==> src/rtl/offnariscv_pkg.sv <==
// Shared ACE snoop definitions: channel widths, snoop encodings,
// CR response layout and responder FSM states.
package offnariscv_pkg;

    localparam int ACE_ACADDR_WIDTH     = 32;
    localparam int ACE_ACSNOOP_WIDTH    = 4;
    localparam int ACE_ACPROT_WIDTH     = 3;
    localparam int ACE_CRRESP_WIDTH     = 5;
    localparam int ACE_CDDATA_WIDTH     = 32;
    localparam int ACE_CACHE_LINE_BEATS = 4;

    typedef enum logic [3:0] {
        READ_ONCE             = 4'b0000,
        READ_SHARED           = 4'b0001,
        READ_CLEAN            = 4'b0010,
        READ_NOT_SHARED_DIRTY = 4'b0011,
        READ_UNIQUE           = 4'b0111,
        CLEAN_SHARED          = 4'b1000,
        CLEAN_INVALID         = 4'b1001,
        MAKE_INVALID          = 4'b1101
    } ace_acsnoop_e;

    typedef struct packed {
        logic was_unique;
        logic is_shared;
        logic pass_dirty;
        logic error;
        logic data_transfer;
    } ace_crresp_t;

    typedef enum logic [2:0] {
        S_IDLE,
        S_LOOKUP,
        S_RESP,
        S_DATA_RD,
        S_DATA_OUT,
        S_UPDATE
    } ace_snp_state_e;

endpackage

==> src/rtl/ace_snoop_decode.sv <==
// Snoop response table: maps snoop type and line state to CR response,
// data-transfer need and the cache state-update actions.
// Ports: acsnoop, hit/dirty/uniq in; crresp, need_data, upd_* out.
module ace_snoop_decode
    import offnariscv_pkg::*;
(
    input  logic [ACE_ACSNOOP_WIDTH-1:0] acsnoop,
    input  logic                         hit,
    input  logic                         dirty,
    input  logic                         uniq,
    output ace_crresp_t                  crresp,
    output logic                         need_data,
    output logic                         upd_inv,
    output logic                         upd_clr_dirty,
    output logic                         upd_clr_unique
);

    always_comb begin
        crresp         = '0;
        upd_inv        = 1'b0;
        upd_clr_dirty  = 1'b0;
        upd_clr_unique = 1'b0;
        if (hit) begin
            unique case (acsnoop)
                READ_ONCE: begin
                    crresp.data_transfer = 1'b1;
                    crresp.is_shared     = 1'b1;
                    crresp.was_unique    = uniq;
                end
                READ_SHARED, READ_CLEAN, READ_NOT_SHARED_DIRTY: begin
                    crresp.data_transfer = 1'b1;
                    crresp.is_shared     = 1'b1;
                    crresp.pass_dirty    = dirty;
                    crresp.was_unique    = uniq;
                    upd_clr_unique       = 1'b1;
                    upd_clr_dirty        = dirty;
                end
                READ_UNIQUE: begin
                    crresp.data_transfer = 1'b1;
                    crresp.pass_dirty    = dirty;
                    crresp.was_unique    = uniq;
                    upd_inv              = 1'b1;
                end
                CLEAN_SHARED: begin
                    crresp.data_transfer = dirty;
                    crresp.is_shared     = 1'b1;
                    crresp.pass_dirty    = dirty;
                    crresp.was_unique    = uniq;
                    upd_clr_dirty        = dirty;
                end
                CLEAN_INVALID: begin
                    crresp.data_transfer = dirty;
                    crresp.pass_dirty    = dirty;
                    crresp.was_unique    = uniq;
                    upd_inv              = 1'b1;
                end
                MAKE_INVALID: begin
                    crresp.was_unique    = uniq;
                    upd_inv              = 1'b1;
                end
                default: ;
            endcase
        end
        need_data = crresp.data_transfer;
    end

endmodule

==> src/rtl/ace_snoop_responder.sv <==
// ACE snoop responder for one L1 D-cache: AC accept, cache lookup,
// CR response, wrapped CD line stream, then coherence-state update.
// Ports: AC/CR/CD snoop channels, lk_* lookup, rd_* beat read,
// upd_* state update handshake.
module ace_snoop_responder
    import offnariscv_pkg::*;
#(
    parameter  int LINE_BEATS = ACE_CACHE_LINE_BEATS,
    localparam int BEAT_IDX_W = $clog2(LINE_BEATS)
) (
    input  logic                         clk,
    input  logic                         rst_n,
    input  logic                         acvalid,
    output logic                         acready,
    input  logic [ACE_ACADDR_WIDTH-1:0]  acaddr,
    input  logic [ACE_ACSNOOP_WIDTH-1:0] acsnoop,
    input  logic [ACE_ACPROT_WIDTH-1:0]  acprot,
    output logic                         crvalid,
    input  logic                         crready,
    output logic [ACE_CRRESP_WIDTH-1:0]  crresp,
    output logic                         cdvalid,
    input  logic                         cdready,
    output logic [ACE_CDDATA_WIDTH-1:0]  cddata,
    output logic                         cdlast,
    output logic                         lk_req,
    output logic [ACE_ACADDR_WIDTH-1:0]  lk_addr,
    input  logic                         lk_ack,
    input  logic                         lk_hit,
    input  logic                         lk_dirty,
    input  logic                         lk_unique,
    output logic                         rd_req,
    output logic [BEAT_IDX_W-1:0]        rd_beat,
    input  logic [ACE_CDDATA_WIDTH-1:0]  rd_data,
    output logic                         upd_valid,
    input  logic                         upd_ready,
    output logic                         upd_inv,
    output logic                         upd_clr_dirty,
    output logic                         upd_clr_unique
);

    localparam int BEAT_LSB = $clog2(ACE_CDDATA_WIDTH / 8);

    ace_snp_state_e                  state_q, state_d;
    logic                            acready_q, acready_d;
    logic [ACE_ACADDR_WIDTH-1:0]     addr_q, addr_d;
    logic [ACE_ACSNOOP_WIDTH-1:0]    snoop_q, snoop_d;
    ace_crresp_t                     crresp_q, crresp_d;
    logic                            need_data_q, need_data_d;
    logic                            inv_q, inv_d;
    logic                            clr_dirty_q, clr_dirty_d;
    logic                            clr_unique_q, clr_unique_d;
    logic [BEAT_IDX_W-1:0]           beat_q, beat_d;
    logic [BEAT_IDX_W-1:0]           cnt_q, cnt_d;
    logic                            phase_q, phase_d;
    logic [ACE_CDDATA_WIDTH-1:0]     cddata_q, cddata_d;

    ace_crresp_t dec_crresp;
    logic        dec_need_data;
    logic        dec_inv;
    logic        dec_clr_dirty;
    logic        dec_clr_unique;
    logic        any_upd;
    logic        last_beat;
    logic        unused_acprot;

    assign unused_acprot = ^acprot;

    ace_snoop_decode u_decode (
        .acsnoop        (snoop_q),
        .hit            (lk_hit),
        .dirty          (lk_dirty),
        .uniq           (lk_unique),
        .crresp         (dec_crresp),
        .need_data      (dec_need_data),
        .upd_inv        (dec_inv),
        .upd_clr_dirty  (dec_clr_dirty),
        .upd_clr_unique (dec_clr_unique)
    );

    assign any_upd   = inv_q | clr_dirty_q | clr_unique_q;
    assign last_beat = (cnt_q == BEAT_IDX_W'(LINE_BEATS - 1));

    assign acready        = acready_q;
    assign crresp         = crresp_q;
    assign cddata         = cddata_q;
    assign lk_addr        = addr_q;
    assign rd_beat        = beat_q;
    assign upd_inv        = inv_q;
    assign upd_clr_dirty  = clr_dirty_q;
    assign upd_clr_unique = clr_unique_q;

    always_comb begin
        state_d      = state_q;
        addr_d       = addr_q;
        snoop_d      = snoop_q;
        crresp_d     = crresp_q;
        need_data_d  = need_data_q;
        inv_d        = inv_q;
        clr_dirty_d  = clr_dirty_q;
        clr_unique_d = clr_unique_q;
        beat_d       = beat_q;
        cnt_d        = cnt_q;
        phase_d      = phase_q;
        cddata_d     = cddata_q;
        crvalid      = 1'b0;
        cdvalid      = 1'b0;
        cdlast       = 1'b0;
        lk_req       = 1'b0;
        rd_req       = 1'b0;
        upd_valid    = 1'b0;
        unique case (state_q)
            S_IDLE: begin
                if (acvalid && acready_q) begin
                    addr_d  = acaddr;
                    snoop_d = acsnoop;
                    // Critical beat first: the line streams from the
                    // beat holding the snooped address and wraps.
                    beat_d  = acaddr[BEAT_LSB +: BEAT_IDX_W];
                    cnt_d   = '0;
                    state_d = S_LOOKUP;
                end
            end
            S_LOOKUP: begin
                lk_req = 1'b1;
                if (lk_ack) begin
                    crresp_d     = dec_crresp;
                    need_data_d  = dec_need_data;
                    inv_d        = dec_inv;
                    clr_dirty_d  = dec_clr_dirty;
                    clr_unique_d = dec_clr_unique;
                    state_d      = S_RESP;
                end
            end
            S_RESP: begin
                crvalid = 1'b1;
                if (crready) begin
                    if (need_data_q)  state_d = S_DATA_RD;
                    else if (any_upd) state_d = S_UPDATE;
                    else              state_d = S_IDLE;
                end
            end
            S_DATA_RD: begin
                rd_req  = 1'b1;
                phase_d = 1'b0;
                state_d = S_DATA_OUT;
            end
            S_DATA_OUT: begin
                // First cycle captures the read beat; it is presented
                // from the next cycle so cddata is a clean flop.
                if (!phase_q) begin
                    cddata_d = rd_data;
                    phase_d  = 1'b1;
                end else begin
                    cdvalid = 1'b1;
                    cdlast  = last_beat;
                    if (cdready) begin
                        phase_d = 1'b0;
                        if (last_beat) begin
                            state_d = any_upd ? S_UPDATE : S_IDLE;
                        end else begin
                            cnt_d   = cnt_q + BEAT_IDX_W'(1);
                            beat_d  = beat_q + BEAT_IDX_W'(1);
                            state_d = S_DATA_RD;
                        end
                    end
                end
            end
            S_UPDATE: begin
                upd_valid = 1'b1;
                if (upd_ready) state_d = S_IDLE;
            end
            default: state_d = S_IDLE;
        endcase
        // Registered so acready is low while reset is held.
        acready_d = (state_d == S_IDLE);
    end

    always_ff @(posedge clk) begin
        if (!rst_n) begin
            state_q      <= S_IDLE;
            acready_q    <= 1'b0;
            addr_q       <= '0;
            snoop_q      <= '0;
            crresp_q     <= '0;
            need_data_q  <= 1'b0;
            inv_q        <= 1'b0;
            clr_dirty_q  <= 1'b0;
            clr_unique_q <= 1'b0;
            beat_q       <= '0;
            cnt_q        <= '0;
            phase_q      <= 1'b0;
            cddata_q     <= '0;
        end else begin
            state_q      <= state_d;
            acready_q    <= acready_d;
            addr_q       <= addr_d;
            snoop_q      <= snoop_d;
            crresp_q     <= crresp_d;
            need_data_q  <= need_data_d;
            inv_q        <= inv_d;
            clr_dirty_q  <= clr_dirty_d;
            clr_unique_q <= clr_unique_d;
            beat_q       <= beat_d;
            cnt_q        <= cnt_d;
            phase_q      <= phase_d;
            cddata_q     <= cddata_d;
        end
    end

endmodule

==> config.mk <==
export PLATFORM = sky130hd
export DESIGN_NAME = ace_snoop_responder
export DESIGN_NICKNAME = d
export VERILOG_FILES = /design/src/rtl/offnariscv_pkg.sv /design/src/rtl/ace_snoop_decode.sv /design/src/rtl/ace_snoop_responder.sv
export SDC_FILE = /design/constraint.sdc
export NUM_CORES = 1
export LEC_CHECK = 0
export BUFFER_PORTS_ARGS = -buffer_cell sky130_fd_sc_hd__buf_2
export CAP_MARGIN = 40
export CORE_MARGIN = 2
export CORE_UTILIZATION = 48
export CTS_BUF_LIST = sky130_fd_sc_hd__clkbuf_8
export DETAILED_ROUTE_END_ITERATION = 7
export PLACE_DENSITY = 0.88
export SYNTH_ARGS = -nofsm -noshare
export SYNTH_HDL_FRONTEND = slang
export SYNTH_HIERARCHICAL = 1
export SYNTH_SLANG_ARGS = --single-unit
==> constraint.sdc <==
create_clock -name clk -period 1.8 [get_ports clk]
set_input_delay 0.36 -clock clk [delete_from_list [all_inputs] [get_ports clk]]
set_output_delay 0.36 -clock clk [all_outputs]
set_load 0.01 [all_outputs]
==> results of run 1 <==
worst max-delay path: cells and delay by family, from the launching register on:
| family | cells | cell delay (ns) |
|---|---|---|
| DFF | 1 | 0.34 |
| and+or+nand+nor | 4 | 1.29 |
per-layer routing:
| metal | vias to the layer above | routed length (microns) | track usage |
|---|---|---|---|
| li1 | 1736 | - | - |
| met1 | 1618 | 3670 | 0.256 |
| met2 | 134 | 4360 | 0.392 |
| met3 | 13 | 665 | 0.0554 |
| met4 | 0 | 158 | 0.0992 |
| met5 | - | 0 | 0 |
timing repair:
item,CTS,global route
setup endpoints to repair,2,1
gates resized for setup,3,1
pin swaps,0,0
endpoints found under the hold margin,0,0
state kept, by name (all words and copies together), names as in the netlist:
| register | cells |
|---|---|
| lk_addr | 32 |
| upd_clr_dirty | 1 |
| rd_beat | 2 |
| acready | 1 |
| cnt_q | 2 |
| need_data_q | 1 |
| cddata | 32 |
| upd_inv | 1 |
| phase_q | 1 |
| crresp | 5 |
| upd_clr_unique | 1 |
| snoop_q | 4 |
| state_q | 3 |
cell type report:
| class | count | area [sq um] | area share |
|---|---|---|---|
| clock buffer | 10 | 138 | 0.0303 |
| clock inverter | 6 | 46.3 | 0.0102 |
| inverter | 3 | 11.3 | 0.00248 |
| multi-input combinational | 315 | 1570 | 0.346 |
| sequential | 86 | 1730 | 0.380 |
| tap | 96 | 120 | 0.0265 |
| timing repair buffer | 170 | 931 | 0.205 |
cells in the final DEF, fill, tap and decap left out, drive strengths merged, types with 2 or more instances in the layout:
| cell | Yosys | routed |
|---|---|---|
| buf | 17 | 170 |
| nand2 | 161 | 161 |
| dfxtp | 86 | 86 |
| a21oi | 82 | 82 |
| clkbuf | 15 | 10 |
| nand2b | 7 | 7 |
| nor2 | 7 | 7 |
| nor3 | 5 | 5 |
| and2 | 4 | 4 |
| o21a | 4 | 4 |
| a211oi | 4 | 4 |
| nor3b | 4 | 4 |
| inv | 3 | 4 |
| o21ai | 3 | 3 |
| nand3b | 3 | 3 |
| clkinv | 0 | 3 |
| nand3 | 2 | 2 |
| nor2b | 2 | 2 |
| clkinvlp | 0 | 2 |
| and3b | 2 | 2 |
| and4bb | 2 | 2 |
| nor4 | 2 | 2 |
| a21boi | 2 | 2 |
worst min-delay path by stage:
stage,start,to,slack (ns),cells after the start
final,rd_data[5],cddata[5]$_SDFFE_PN0P_,0.24,3
after global routing,rd_data[5],cddata[5]$_SDFFE_PN0P_,0.21,3
after CTS,rd_data[5],cddata[5]$_SDFFE_PN0P_,0.22,3
after detailed placement,cddata[13]$_SDFFE_PN0P_,cddata[13]$_SDFFE_PN0P_,0.44,2
after global placement,lk_addr[24]$_SDFFE_PN0P_,lk_addr[24]$_SDFFE_PN0P_,0.44,2
after floorplan,cnt_q[1]$_SDFFE_PN0P_,cnt_q[1]$_SDFFE_PN0P_,0.43,2
power groups by stage:
stage | registers, mW | clock network (mW) | logic, mW
after floorplan | 2.07 | 0 | 0.214
after global placement | 2.05 | 0 | 0.412
after detailed placement | 2.05 | 0 | 0.427
after CTS | 2.01 | 1.29 | 0.428
after global routing | 2.02 | 1.37 | 0.471
final | 2.01 | 1.25 | 0.427
per-stage QoR:
step                      hold slack, ns  setup slack [ns]  instances
final                              0.237             0.109        686
after global routing               0.211            0.0129        686
after CTS                          0.218            0.0795        686
after detailed placement           0.443             0.151        670
after global placement             0.439             0.215        670
after floorplan                    0.432             0.261        436
cell families (layout without fill, tap and decap cells):
logic type	after synthesis	after routing	share of synthesized area
simple gates	208	208	0.275
compound gates	104	104	0.169
flops	86	86	0.498
buf+inv	35	189	0.0521
fa+ha+maj	1	1	0.00362
other cells	1	1	0.00108
xor+xnor	1	1	0.00253
==> impl_metrics.csv, run 1 <==
group,metric,value,unit
pwr,p_leak,2.03,nW
clock_network,clock_sinks,86,
drt,drc,0,
logic_synthesis,async_reset_ff_frac,0,
clock_network,cts.clk_slew.worst_paths,0.09,ns
layout,final_nets,667,
pwr,power.share.switching,0.266,
floorplanning,fp-row-count,30,
sta,hold_viol,0,
drt,routedWlPerCell,12.9,microns
sta,fmax,591,MHz
floorplanning,dieArea,0.00790,sq mm
worst_setup_path,reg2reg_slack,0.11,ns
worst_setup_path,crit_path_end,"acready$_SDFF_PN0_",
place,dpl_cell_area,0.00435,sq mm
logic_synthesis,synth_area,0.00346,sq mm
clock_network,cts-buffers-inserted,9,
place,hpwl,6550,microns
clock_network,postCtsHoldBufs,0,
global_route,grt_pass1_wl,14000,microns
clock_network,insertion_delay,0.35,ns
pwr,p_total,3.68,mW
drt,drt_iter0_markers,166,
worst_setup_path,max_stage_delay,0.52,ns
drt,ant_nets,0,
global_route,grtUsageTotal,0.223,
worst_hold_path,holdCritPathClass,"in2reg",
sta,tns,0,ns
sta,min_period,1.69,ns
floorplanning,core_area,0.00687,sq mm
layout,fillers,601,
pwr,power_frac_seq,0.545,
logic_synthesis,postSynthAreaPerCell,7.93,sq um
sta,rsz0062_at_grt,"no",
clock_network,cts_root_buffer,"clkbuf_8",
drt,vias,3501,
worst_setup_path,cp-startpoint,"upd_clr_unique$_SDFFE_PN0P_",
pwr,p_int,2.70,mW
worst_setup_path,worstPathCellList,"or4_1 -> and3_1 -> nor4_2 -> and4b_1",
drt,routed_wl,8850,microns
worst_setup_path,rr_endpoint,"acready$_SDFF_PN0_",
logic_synthesis,synth_top_area_frac,0.498,
status,status,"finished, final reports clean",
clock_network,clk_path_buf_depth,2,
logic_synthesis,syn_inst,436,
place,place_congestion,0.857,
place,portBuffers,158,
logic_synthesis,seq_area_frac_synth,0.498,
floorplanning,io_pins,162,
layout,synthToLayoutAreaGrowth,31.2,%
global_route,grt_pass1_vias,3210,
pwr,p_switching,0.979,mW
logic_synthesis,synth_flop_cell,"dfxtp_1",
logic_synthesis,ys_ff_latch,86,
worst_setup_path,critPathCaptureType,"flip-flop",
run,maxCapViolCount,0,
floorplanning,die-height,88.9,microns
pwr,power_frac_clock,0.339,
global_route,overflow,0,
sta,setup_violations,0,
worst_setup_path,crit_path_start_kind,"flip-flop",
logic_synthesis,syn_nets,518,
floorplanning,die_w,88.9,microns
logic_synthesis,synth_edf_count,0,
clock_network,cts_max_level,3,
clock_network,post_cts_buffers,0,
worst_setup_path,cp.arrival,1.98,ns
worst_setup_path,r2r_start,"upd_clr_unique$_SDFFE_PN0P_",
pwr,combPwrFrac,0.116,
logic_synthesis,synth_area_leaders,"dfxtp_1, nand2_1, a21oi_1, clkbuf_1, buf_2",
sta,fin_skew,0.00983,ns
clock_network,cts_tree,"built",
pwr,max-vdd-ir-drop,568,uV
floorplanning,initial_core_util,0.504,
logic_synthesis,netlist_top_cells_count,"nand2_1, dfxtp_1, a21oi_1",
worst_setup_path,crit_required,2.09,ns
layout,diodes,0,
pwr,power_density,811,mW/mm^2
global_route,grt_antenna_before_repair,0,
worst_setup_path,cp_max_fo,4,
layout,drive_above_1_share,0.337,
layout,final_area,0.00454,sq mm
logic_synthesis,ys_types,53,
logic_synthesis,yosysMostFrequentCell,"nand2_1",
drt,viasPerCell,5.10,
logic_synthesis,yosysTopAreaCell,"dfxtp_1",
global_route,grt_max_degree,38,
layout,postLayoutCoreUtil,0.661,
sta,finalMaxSlewViolations,0,
drt,dr.pass1.iters,4,
worst_setup_path,crit_slowest_cell,"or4_1",
worst_setup_path,worstSetupPathType,"reg2reg",
logic_synthesis,synth_warnings,6,
worst_setup_path,rr_worst_depth,4,
sta,min_period_over_period,0.940,
No activity file was read; power rests on OpenSTA's default activity.
==> run 2: changes to the inputs <==
--- a/config.mk
+++ b/config.mk
@@ -12,6 +12,7 @@
 export CTS_BUF_LIST = sky130_fd_sc_hd__clkbuf_8
 export DETAILED_ROUTE_END_ITERATION = 7
 export PLACE_DENSITY = 0.88
+export RECOVER_POWER = 25
 export SYNTH_ARGS = -nofsm -noshare
 export SYNTH_HDL_FRONTEND = slang
 export SYNTH_HIERARCHICAL = 1
==> run 2 against run 1 <==
Effect of this change: register-to-register slack is essentially flat; sequential share of layout area grew 0.43 points; wire length grew 0.19%; largest cell class unchanged; highest routed layer unchanged.
==> impl_metrics.csv, run 2 (synthesis results as in run 1) <==
group,metric,value,unit
layout,multiInputGateArea,0.00157,sq mm
global_route,grtUsageTotal,0.223,
clock_network,cts-buffers-inserted,9,
worst_setup_path,cp.arrival,1.99,ns
drt,ant_nets,0,
floorplanning,dieArea,0.00790,sq mm
global_route,overflow,0,
sta,tns,0,ns
layout,final_common_cell,"nand2_1",
worst_setup_path,critPathCaptureType,"flip-flop",
layout,drive_above_1_share,0.268,
clock_network,cts_tree,"built",
drt,drt_iter0_markers,154,
worst_hold_path,holdCritPathClass,"in2reg",
floorplanning,initial_core_util,0.504,
worst_setup_path,crit_required,2.10,ns
worst_setup_path,reg2reg_slack,0.11,ns
layout,synthToLayoutAreaGrowth,29.8,%
floorplanning,fp-row-count,30,
drt,vias,3481,
place,portBuffers,158,
layout,final_nets,667,
clock_network,cts_root_buffer,"clkbuf_8",
clock_network,cts_max_level,3,
global_route,grt_antenna_before_repair,0,
global_route,grt_max_degree,38,
pwr,power_density,820,mW/mm^2
floorplanning,die_w,88.9,microns
drt,dr.pass1.iters,4,
drt,routedWlPerCell,12.9,microns
clock_network,post_cts_buffers,0,
clock_network,insertion_delay,0.35,ns
place,dp.cells,670,
worst_setup_path,worstSetupPathType,"reg2reg",
sta,setup_violations,0,
drt,routed_wl,8870,microns
layout,most-common-layout-cells,"nand2_1, buf_2, dfxtp_1",
floorplanning,die-height,88.9,microns
sta,min_period,1.69,ns
pwr,p_leak,1.85,nW
layout,fillers,614,
layout,diodes,0,
clock_network,clock_sinks,86,
global_route,grt_pass1_vias,3210,
place,place_congestion,0.857,
worst_setup_path,cp_max_fo,4,
clock_network,cts.clk_slew.worst_paths,0.09,ns
sta,rsz0062_at_grt,"no",
layout,final_cells,686,
floorplanning,core_area,0.00687,sq mm
drt,drc,0,
clock_network,postCtsHoldBufs,0,
worst_setup_path,crit_path_start_kind,"flip-flop",
sta,hold_viol,0,
place,hpwl,6550,microns
drt,viasPerCell,5.07,
pwr,p_total,3.68,mW
sta,fmax,591,MHz
status,status,"finished, final reports clean",
clock_network,clk_path_buf_depth,2,
sta,min_period_over_period,0.940,
run,maxCapViolCount,0,
floorplanning,io_pins,162,
layout,regArea,0.00173,sq mm
sta,fin_skew,0.00992,ns
pwr,max-vdd-ir-drop,548,uV
global_route,grt_pass1_wl,14000,microns
sta,finalMaxSlewViolations,0,
run 2: final cells by class:
type                            count  area share
Tap cell                           96      0.0268
Clock buffer                       10      0.0307
Inverter                            3     0.00251
Timing Repair Buffer              170       0.196
Sequential cell                    86       0.384
Multi-Input combinational cell    315       0.349
Clock inverter                      6      0.0103
run 2: critical path, stage by stage, from the launching register on:
cell and delay [ns]:
dfxtp_1 0.34, or4_1 0.52, and3_1 0.21, nor4_2 0.33, and4b_1 0.23
run 2: final timing paths:
check / start / cells after the start / to
setup / recovery: upd_clr_unique$_SDFFE_PN0P_ / 4 / acready$_SDFF_PN0_
hold / removal: rd_data[5] / 3 / cddata[5]$_SDFFE_PN0P_
setup reg to reg: upd_clr_unique$_SDFFE_PN0P_ / 4 / acready$_SDFF_PN0_
hold reg to reg: cddata[12]$_SDFFE_PN0P_ / 2 / cddata[12]$_SDFFE_PN0P_
run 2: routing by layer:
| metal | vias up | wire length [microns] | GRT usage |
|---|---|---|---|
| li1 | 1736 | - | - |
| met1 | 1601 | 3700 | 0.256 |
| met2 | 131 | 4390 | 0.392 |
| met5 | - | 0 | 0 |
| met3 | 13 | 641 | 0.0554 |
| met4 | 0 | 146 | 0.0992 |
run 2: where the power goes:
| group | total, mW | leakage (nW) | internal (mW) | switching [mW] |
|---|---|---|---|---|
| clock | 1.25 | 0.0889 | 0.546 | 0.704 |
| sequential | 2.01 | 0.698 | 1.96 | 0.0472 |
| combinational | 0.420 | 1.06 | 0.189 | 0.231 |
| total | 3.68 | 1.85 | 2.70 | 0.982 |
run 2: what timing repair did:
action / 4_1_cts / 5_1_grt
pin swaps: 0 / 0
gates resized for setup: 3 / 1
endpoints found under the setup margin: 2 / 1
run 2: metrics by stage:
stage / util / area, sq um / hold slack (ns) / setup WS, ns
floorplan: - / 3460 / 0.432 / 0.261
global placement: 0.633 / 4350 / 0.439 / 0.215
detailed placement: 0.633 / 4350 / 0.443 / 0.151
CTS: 0.661 / 4540 / 0.218 / 0.0795
global route: 0.654 / 4490 / 0.211 / 0.0129
finish: 0.654 / 4490 / 0.237 / 0.109
==> run 3: changes to the inputs <==
--- a/config.mk
+++ b/config.mk
@@ -11,6 +11,7 @@
 export CORE_UTILIZATION = 48
 export CTS_BUF_LIST = sky130_fd_sc_hd__clkbuf_8
 export DETAILED_ROUTE_END_ITERATION = 7
+export MAX_ROUTING_LAYER = met4
 export PLACE_DENSITY = 0.88
 export RECOVER_POWER = 25
 export SYNTH_ARGS = -nofsm -noshare
==> constraint.sdc (replaced) <==
create_clock -name clk -period 1.89 [get_ports clk]
set_input_delay 0.378 -clock clk [delete_from_list [all_inputs] [get_ports clk]]
set_output_delay 0.378 -clock clk [all_outputs]
set_load 0.01 [all_outputs]
==> run 3 against run 2 <==
Effect of this change: final cell count is 0.58% lower; sequential share of layout area is 0.15 points higher; first-iteration DRC count is 17% higher; clock power is 5% higher; design area is 0.47% lower; hold slack better by 0.029 ns; largest cell class unchanged; largest power group unchanged.
==> impl_metrics.csv, run 3 (synthesis results as in run 1) <==
group,metric,value,unit
worst_setup_path,rr_worst_depth,4,
drt,viasPerCell,5.02,
floorplanning,core_area,0.00687,sq mm
global_route,gr-usage-met3,0.0499,
global_route,use_met1,0.240,
layout,final_area,0.00447,sq mm
sta,whs,0.266,ns
sta,fmax,568,MHz
floorplanning,die_w,88.9,microns
clock_network,cts_max_level,3,
sta,min_period_over_period,0.932,
layout,postLayoutCoreUtil,0.650,
clock_network,cts_tree,"built",
global_route,grt_pass1_wl,12900,microns
drt,dr.pass1.iters,6,
worst_hold_path,worstHoldEndpoint,"lk_addr[24]$_SDFFE_PN0P_",
sta,fin_ws,0.129,ns
worst_setup_path,worstSetupPathType,"reg2out",
layout,drive_above_1_share,0.261,
layout,diodes,0,
global_route,grt.busiest_layer,"met2",
clock_network,clock_sinks,86,
layout,synthToLayoutAreaGrowth,29.2,%
global_route,overflow,0,
drt,routedWlPerCell,12.4,microns
global_route,grt_antenna_before_repair,0,
worst_hold_path,holdCritPathClass,"in2reg",
worst_setup_path,crit_required,1.51,ns
clock_network,cts-buffers-inserted,9,
floorplanning,dieArea,0.00790,sq mm
sta,worst_slew_pin_slew,0.569,ns
worst_setup_path,r2r_start,"state_q[2]$_SDFF_PN0_",
sta,slew-limit-headroom,0.620,
worst_setup_path,cp_max_fo,13,
pwr,power_density,808,mW/mm^2
worst_setup_path,crit_path_start_kind,"flip-flop",
sta,hold_viol,0,
status,status,"finished, final reports clean",
floorplanning,initial_core_util,0.504,
place,dpl_cell_area,0.00431,sq mm
global_route,grt_pass1_vias,2972,
global_route,grt_max_degree,38,
sta,rsz0062_at_grt,"no",
worst_hold_path,hold_depth,3,
layout,final_nets,663,
place,portBuffers,158,
clock_network,postCtsHoldBufs,0,
global_route,use_met2,0.362,
pwr,p_leak,1.84,nW
sta,setup_violations,0,
place,place_congestion,0.828,
layout,final_cells,682,
worst_setup_path,cp.arrival,1.38,ns
sta,min_period,1.76,ns
layout,most-common-layout-cells,"nand2_1, buf_2, dfxtp_1",
drt,vias,3425,
pwr,max-vdd-ir-drop,563,uV
clock_network,cts.clk_slew.worst_paths,0.09,ns
sta,tns,0,ns
floorplanning,die-height,88.9,microns
floorplanning,fp-row-count,30,
clock_network,clk_path_buf_depth,2,
sta,fin_skew,0.00847,ns
clock_network,cts_root_buffer,"clkbuf_8",
worst_hold_path,hp-start,"acaddr[24]",
pwr,p_total,3.61,mW
worst_setup_path,critPathCaptureType,"primary output",
worst_setup_path,rr_endpoint,"rd_beat[0]$_SDFFE_PN0P_",
drt,drt_iter0_markers,180,
clock_network,insertion_delay,0.33,ns
drt,drc,0,
place,dp.cells,666,
floorplanning,io_pins,162,
place,hpwl,6230,microns
drt,ant_nets,0,
layout,final_common_cell,"nand2_1",
place,post-place-ws,0.219,ns
sta,finalMaxSlewViolations,0,
run,maxCapViolCount,0,
drt,routed_wl,8440,microns
worst_setup_path,reg2reg_slack,0.24,ns
global_route,grtUsageTotal,0.210,
[run 3: what timing repair did]
item / in CTS / in global routing
hold endpoints to repair: 0 / 0
buffers inserted: 0 / 0
endpoints found under the setup margin: 1 / 2
resized for setup: 1 / 2
[run 3: worst max-delay path by stage]
stage / startpoint / depth (start not counted) / end
2_1_floorplan: upd_clr_unique$_SDFFE_PN0P_ / 4 / acready$_SDFF_PN0_
3_3_place_gp: state_q[1]$_SDFF_PN0_ / 4 / rd_beat[0]$_SDFFE_PN0P_
3_5_place_dp: state_q[1]$_SDFF_PN0_ / 4 / rd_beat[0]$_SDFFE_PN0P_
4_1_cts: state_q[0]$_SDFF_PN0_ / 2 / lk_req
5_1_grt: state_q[1]$_SDFF_PN0_ / 3 / cdlast
6_report: state_q[1]$_SDFF_PN0_ / 3 / cdlast
[run 3: area by class of cell]
class / instances / area, sq um
multi-input cells: 315 / 1570
fillers: 626 / 2400
flip-flops and latches: 86 / 1720
repair buffers: 166 / 837
clock buffers: 10 / 138
clock inverters: 6 / 68.8
well taps: 96 / 120
inverters: 3 / 11.3
[run 3: critical path: stages, from the launching register on]
cell      delay (ns)
dfxtp_2         0.48
and4bb_1        0.27
and2_1          0.17
buf_2           0.14
[run 3: metal layers]
layer  up-vias  wire length (microns)  share of wire
met1      1548                   3560           0.42
met4         0                     97          0.011
met3        13                    622          0.074
met5         -                      0              0
met2       135                   4160           0.49
li1       1729                      -              -
[run 3: power breakdown]
group	switching (mW)	total, mW	internal [mW]
Clock	0.655	1.31	0.657
Combinational	0.213	0.384	0.171
Sequential	0.0452	1.91	1.87
